===== config.mk =====
export PLATFORM = sky130hd
export DESIGN_NAME = demux1to6_16bit
export DESIGN_NICKNAME = d
export VERILOG_FILES = /design/src/rtl/demux_pkg.sv /design/src/rtl/demux_slot.sv /design/src/rtl/demux1to6_16bit.sv
export SDC_FILE = /design/constraint.sdc
export NUM_CORES = 1
export LEC_CHECK = 0
export ABC_AREA = 1
export BUFFER_PORTS_ARGS = -buffer_cell sky130_fd_sc_hd__buf_2
export CORE_ASPECT_RATIO = 1.2
export CORE_MARGIN = 1
export CORE_UTILIZATION = 25
export DETAILED_ROUTE_END_ITERATION = 8
export REMOVE_ABC_BUFFERS = 1
export SYNTH_ARGS = -nofsm -noshare
export SYNTH_HDL_FRONTEND = slang
export SYNTH_SLANG_ARGS = --single-unit

===== constraint.sdc =====
create_clock -name clk -period 2.1 [get_ports clk]
set_input_delay 0.315 -clock clk [delete_from_list [all_inputs] [get_ports clk]]
set_output_delay 0.315 -clock clk [all_outputs]
set_load 0.05 [all_outputs]

===== src/rtl/demux_pkg.sv =====
// rtl/demux_pkg.sv - shared constants and types for the 1-to-6 result demultiplexer
package demux_pkg;

    localparam int DATA_W = 16;
    localparam int NUM_CH = 6;
    localparam int SEL_W  = 3;

    // Destination channel selects; 6 and 7 are invalid and get dropped
    localparam logic [SEL_W-1:0] CH_ALU_ADD = 3'd0;
    localparam logic [SEL_W-1:0] CH_ALU_1   = 3'd1;
    localparam logic [SEL_W-1:0] CH_ALU_2   = 3'd2;
    localparam logic [SEL_W-1:0] CH_ALU_3   = 3'd3;
    localparam logic [SEL_W-1:0] CH_ALU_4   = 3'd4;
    localparam logic [SEL_W-1:0] CH_ALU_5   = 3'd5;

    typedef enum logic {
        CH_EMPTY = 1'b0,
        CH_FULL  = 1'b1
    } chan_state_t;

    // True when the select addresses a real channel
    function automatic logic sel_is_valid(input logic [SEL_W-1:0] sel);
        return sel <= CH_ALU_5;
    endfunction

endpackage


===== src/rtl/demux_slot.sv =====
// rtl/demux_slot.sv - one-entry output holding register with valid/ready handshake
module demux_slot #(
    parameter int DATA_W = 16
) (
    input  logic              clk,
    input  logic              rst_n,
    input  logic              wr_en,
    input  logic [DATA_W-1:0] wr_data,
    input  logic              out_ready,
    output logic              out_valid,
    output logic [DATA_W-1:0] out_data,
    output logic              writable
);
    import demux_pkg::*;

    chan_state_t       state_q, state_d;
    logic [DATA_W-1:0] data_q,  data_d;

    // Next state: a write always wins and refills; otherwise a held word drains on ready
    always_comb begin
        state_d  = state_q;
        data_d   = data_q;
        writable = (state_q == CH_EMPTY) || out_ready;
        if (wr_en) begin
            state_d = CH_FULL;
            data_d  = wr_data;
        end else if ((state_q == CH_FULL) && out_ready) begin
            state_d = CH_EMPTY;
        end
    end

    // Slot state and held word
    always_ff @(posedge clk or negedge rst_n) begin
        if (!rst_n) begin
            state_q <= CH_EMPTY;
            data_q  <= '0;
        end else begin
            state_q <= state_d;
            data_q  <= data_d;
        end
    end

    assign out_valid = (state_q == CH_FULL);
    assign out_data  = data_q;

endmodule


===== src/rtl/demux1to6_16bit.sv =====
// rtl/demux1to6_16bit.sv - registered 1-to-6 demux of a shared result bus with drop counter
module demux1to6_16bit #(
    parameter int DATA_W = 16,
    parameter int NUM_CH = 6
) (
    input  logic                         clk,
    input  logic                         rst_n,
    input  logic                         in_valid,
    output logic                         in_ready,
    input  logic [DATA_W-1:0]            in_data,
    input  logic [demux_pkg::SEL_W-1:0]  in_sel,
    output logic [NUM_CH-1:0]            out_valid,
    input  logic [NUM_CH-1:0]            out_ready,
    output logic [NUM_CH*DATA_W-1:0]     out_data,
    output logic                         drop_pulse,
    output logic [7:0]                   drop_count
);
    import demux_pkg::*;

    localparam int SEL_SPACE = 1 << SEL_W;

    logic [NUM_CH-1:0]    slot_writable;
    logic [NUM_CH-1:0]    slot_wr_en;
    logic [SEL_SPACE-1:0] sel_writable;
    logic                 sel_valid;
    logic                 accept;

    logic       drop_pulse_q, drop_pulse_d;
    logic [7:0] drop_count_q, drop_count_d;

    // in_ready lookup over the full select space: invalid selects are always accepted
    always_comb begin
        sel_writable                = '1;
        sel_writable[NUM_CH-1:0]    = slot_writable;
        sel_valid                   = sel_is_valid(in_sel);
        in_ready                    = sel_writable[in_sel];
        accept                      = in_valid && in_ready;
    end

    genvar k;
    generate
        for (k = 0; k < NUM_CH; k++) begin : g_slot
            assign slot_wr_en[k] = accept && sel_valid && (in_sel == SEL_W'(k));

            demux_slot #(
                .DATA_W (DATA_W)
            ) u_slot (
                .clk       (clk),
                .rst_n     (rst_n),
                .wr_en     (slot_wr_en[k]),
                .wr_data   (in_data),
                .out_ready (out_ready[k]),
                .out_valid (out_valid[k]),
                .out_data  (out_data[k*DATA_W +: DATA_W]),
                .writable  (slot_writable[k])
            );
        end
    endgenerate

    // Drop tracking: pulse follows each discarded word, count saturates at 255
    always_comb begin
        drop_pulse_d = accept && !sel_valid;
        drop_count_d = drop_count_q;
        if (drop_pulse_d && (drop_count_q != 8'hFF)) begin
            drop_count_d = drop_count_q + 8'd1;
        end
    end

    // Drop pulse and counter registers
    always_ff @(posedge clk or negedge rst_n) begin
        if (!rst_n) begin
            drop_pulse_q <= 1'b0;
            drop_count_q <= 8'd0;
        end else begin
            drop_pulse_q <= drop_pulse_d;
            drop_count_q <= drop_count_d;
        end
    end

    assign drop_pulse = drop_pulse_q;
    assign drop_count = drop_count_q;

endmodule


# After elaboration in Yosys (flattened, before gate mapping)
# Cells that the tools add are included.
# word_totals
wordCells	73
output_inout_bits	112
reg_bits	111
# classes
n_eq_ne	6
muxes	14
magnitude_cmp	2
addsub	1
n_bitwise	6
reduce_logical	30
# op_table
cell	n
$logic_and 1x1->1	16
$mux 1	13
$reduce_bool 2->1	6
$add 8x1->8 const B	1
$ne 8x8->1 const B	1
$eq 3x2->1 const B	2
$eq 3x3->1 const B	2
$logic_or 1x1->1	6
$not 1->1	6
$lt 3x4->1 const B	1
$bmux 1 s3	1
$eq 3x1->1 const B	1
$le 3x3->1 const B	1
$logic_not 3->1	1
$logic_not 1->1	1

# Logic depth before layout (Yosys ltp)
# depth
ltp_word	8
depth_mapped	11
mapped_depth_nobuf	10

# By module
# A second synthesis with hierarchy kept.
# unflattened
hier_cells	523
hier_area_um2	4704.5
# by_module_without_submodules
mod	cells_each	n_inst	seq_area_each_um2	area_per_inst_um2
demux_slot	72	6	425.4	675.6
demux1to6_16bit	91	1	225.2	650.6

# Least setup slack after synthesis
# Ideal clock, no wire load.
# synth_timing
kind	reg-to-reg
from	register drop_count_q[0], in the netlist drop_count[0]
to	register drop_count_q[2], in the netlist drop_count[2]
path_stages_with_launch	9
required_time_ns	2.021
arrival_ns	1.762
path_buffers	0
period_less_slack_ns	1.841
setup_ns	0.079
slack_ns	0.259
cell_sequence	dfrtp_1 -> ha_1 -> nand2_1 -> nor3_1 -> nand3_1 -> nand2_1 -> inv_1 -> nand2_1 -> xor2_1
# synth_between
elab_chain_cells	2
# synth_lines
element	line_no	source
start, declared	demux1to6_16bit.sv:29	logic [7:0] drop_count_q, drop_count_d;
start signal, assigned	demux1to6_16bit.sv:76	drop_count_q <= drop_count_d;
branches (longest 2 deep; another with $add 8x1->8)	--	
# Parallel ways; which one is timed is not known.
# A chain may end at the register's enable or synchronous reset.

# Final worst setup path
# layout_timing
from	register g_slot[2].u_slot.state_q
to	output port in_ready
# layout_between
elab_chain_cells	4
# layout_lines
element	line_no	source
start, declared	demux_slot.sv:16	chan_state_t state_q, state_d;
start signal, assigned	demux_slot.sv:38	state_q <= state_d;
$not 1->1	demux_slot.sv:23	writable = (state_q == CH_EMPTY) || out_ready;
$logic_or 1x1->1	demux_slot.sv:23	
$bmux 1 s3	demux1to6_16bit.sv:36	in_ready = sel_writable[in_sel];
$mux 1 (not written as such)	demux1to6_16bit.sv:36	
end, declared	demux1to6_16bit.sv:9	output logic in_ready,
# Every way passes these cells. The select of a mux whose other input is x is not followed.

==> summary.txt <==
Power
  • Seq pwr share: 38.7%
  • Clk pwr share: 23.9%
  • Leak: 3.34 nW
  • Sw Ratio: 44.2%
  • Cell Pwr Density: 1230 nW/um^2
  • Power Internal: 4.09 mW
  • Psw: 3.24 mW
  • Total Power: 7.33 mW
  • Gate power share: 37.3%
  • Worst VDD drop: 0.495 mV

Cells and area
  • Nets: 679
  • ANT cells: 0
  • Fillers: 1,958
  • Most frequent cells in the layout: nand2_1 (264), buf_2 (138), dfrtp_1 (111), nand4_1 (32), nand2_2 (19)
  • Commonest non-fill, non-tap cell in the layout: nand2_1
  • Area growth syn-to-layout: 26.1%
  • Ratio of cells with drive above 1 in the final layout: 31.0%

Placement
  • # port buffers: 139
  • DPL Wire Length: 9750 um
  • Gpl congestion: 0.788

STA
  • Worst-Margin Slew: 0.501 ns
  • Fin. max-slew vios: 0
  • Min cycle time layout: 1.86 ns
  • RSZ-0062 raised after global routing: false
  • Layout Skew: 0.0124 ns
  • Slew HR: 66.6%
  • Peak Freq: 537 MHz
  • Endpoints failing setup: 0
  • TNS Setup: 0 ns
  • Tcrit/Tclk final: 88.7%
  • Final Hold Vio Count: 0

Clock network
  • Reg clk slew, reported paths: 0.08 ns
  • Post-CTS sizing: 0
  • CTS max path bufs: 2
  • Clock latency at the later pin of the worst-skew pair: 0.35 ns
  • CTS root buf: clkbuf_16
  • CTS sink count: 111
  • # Post-CTS Setup Buffers: 0
  • Total CTS buffers: 9
  • Htree depth: 3
  • CTS tree: built

Floorplanning
  • Die height: 153 um
  • I/O Pins: 140
  • Core area: 18,400 sq um
  • Std-Cell Rows: 54
  • Die X: 128 um
  • Die ar.: 19,500 sq um
  • Initial Utilization: 25.8%

GRT
  • Largest net degree at the start of global routing: 49
  • Total global routing overflow: 0
  • Number of global-route vias before repair: 3,736
  • Initial antenna violation count: 0
  • First-pass GRT wire length: 22,300 um
  • GRT Total Usage: 15.3%

Synthesis
  • Cell count after synthesis: 513
  • Synthesized area: 4730 sq um
  • Sequential area share after synthesis: 58.7%
  • Yosys warning count: 0
  • Syn Area/Cell: 9.23 sq um
  • Async set-reset flop share out of synthesis: 100%
  • EDFF count, synth: 0
  • Seq cells post-synth: 111
  • Dominant synthesized flop cell: dfrtp_1
  • Synth cell types: 29

Worst setup path
  • CP peak stage delay: 0.38 ns
  • Critical R2R Launch: drop_count[0]$_DFFE_PN0P_
  • Worst Path Required: 1.78 ns
  • Crit path launch type: register
  • Worst-path fanout max: 3
  • Crit path from: g_slot[2].u_slot.out_valid$_DFFE_PN0P_
  • Setup crit end kind: output pin
  • Worst path cell trace: nand2_1 -> nor2_1 -> nor2_2 -> nand2_4 -> a21oi_4 -> buf_2
  • Slowest-stage cell, CP: dfrtp_1
  • Crit path kind: register to output pin
  • Worst endpoint data arrival time: 1.55 ns

Route
  • DRT Pass-1 Iters: 4
  • Routed wire length: 14,200 um
  • Avg WL per Cell: 15.7 um
  • Via total after detailed routing: 3,817
  • DR DRC count: 0
  • Post-DRT Antenna Nets: 0
  • Post-DR vias/cell: 4.21
  • Iter 0 DRT Violations: 243

Min path
  • Worst hold path class: input pin to register
  • Worst hold start: out_ready[5]

Job
  • Max Cap Violations: 0

Outcome
  • Status: finished, final reports clean
## final cells by class
class / instances / area [sq um] / area share [%]
clock buffer: 11 / 243 / 4.07
clock inverter: 4 / 52.6 / 0.881
inverter: 24 / 119 / 1.99
multi-input combinational: 353 / 1660 / 27.8
sequential: 111 / 2780 / 46.5
tap: 252 / 315 / 5.28
timing repair buffer: 151 / 803 / 13.5
## cells by family after synthesis
family	share of synthesized area, %
simple gates	32.8
flops	58.7
buf+inv	6.29
xor+xnor	1.30
compound gates	0.634
fa+ha+maj	0.264
## critical path, delay by kind of cell, from the launching register on
| kind | cells | cell delay (ns) |
|---|---|---|
| flip-flops | 1 | 0.38 |
| AO/OA/AOI/OAI | 1 | 0.14 |
| buffers and inverters | 1 | 0.28 |
| AND/OR/NAND/NOR | 4 | 0.39 |
## path summary, 6_finish.rpt
path                                                            end  slack, ns  depth (start not counted)
setup / recovery                                           in_ready       0.24                          6
hold / removal               g_slot[5].u_slot.out_valid$_DFFE_PN0P_       0.17                          2
setup reg to reg                          drop_count[2]$_DFFE_PN0P_       0.42                          8
hold reg to reg            g_slot[3].u_slot.out_data[6]$_DFFE_PN0P_       0.48                          2
max in group asynchronous                      drop_pulse$_DFF_PN0_       0.98                          3
min in group asynchronous  g_slot[1].u_slot.out_data[3]$_DFFE_PN0P_       0.48                          2
## Yosys cell counts, types with 2 or more instances
| cell | number | area [sq um] |
|---|---|---|
| nand2_1 | 264 | 991 |
| dfrtp_1 | 111 | 2780 |
| nand4_1 | 32 | 200 |
| nand2_2 | 19 | 119 |
| inv_1 | 14 | 52.6 |
| nor2_1 | 9 | 33.8 |
| buf_2 | 8 | 40.0 |
| nand3_1 | 8 | 40.0 |
| buf_4 | 6 | 45.0 |
| nand4_4 | 6 | 128 |
| xor2_1 | 5 | 43.8 |
| buf_6 | 4 | 45.0 |
| clkbuf_1 | 4 | 15.0 |
| inv_4 | 4 | 25.0 |
| inv_2 | 3 | 11.3 |
| buf_8 | 2 | 30.0 |
| xnor2_1 | 2 | 17.5 |
## power by group through the flow
stage / Combinational (mW) / Clock [mW] / Sequential (mW)
2_1_floorplan: 0.469 / 0 / 4.37
3_3_place_gp: 2.73 / 0 / 2.87
3_5_place_dp: 2.76 / 0 / 2.87
4_1_cts: 2.76 / 1.82 / 2.84
5_1_grt: 2.90 / 1.89 / 2.90
6_report: 2.74 / 1.75 / 2.84
## metal layers
| metal | up-vias | routed length (um) | GRT usage (%) |
|---|---|---|---|
| met5 | - | 0 | 0 |
| met4 | 0 | 159 | 4.20 |
| met3 | 11 | 915 | 4.28 |
| met2 | 123 | 6260 | 22.8 |
| met1 | 1806 | 6840 | 21.7 |
| li1 | 1877 | - | - |
## what timing repair did
action | in CTS | in global routing
endpoints found under the hold margin | 33 | 0
setup endpoints to repair | 0 | 0
hold buffers | 1 | 0
## registers in the layout, indices dropped and copies added (netlist names)
signal,count
g_slot.u_slot.out_data,96
g_slot.u_slot.out_valid,6
drop_pulse,1
drop_count,8
## stage by stage
| step | utilization [%] | cells | hold WS, ns | setup slack [ns] | area [sq um] |
|---|---|---|---|---|---|
| 2_1_floorplan | - | 488 | 0.0194 | 0.122 | 4550 |
| 3_5_place_dp | 30.8 | 890 | 0.324 | 0.407 | 5660 |
| 3_3_place_gp | 30.8 | 890 | 0.317 | 0.394 | 5660 |
| 5_1_grt | 32.5 | 906 | 0.168 | 0.142 | 5970 |
| 6_report | 32.5 | 906 | 0.169 | 0.237 | 5970 |
| 4_1_cts | 32.5 | 906 | 0.149 | 0.234 | 5970 |
No activity file was read; power rests on OpenSTA's default activity.
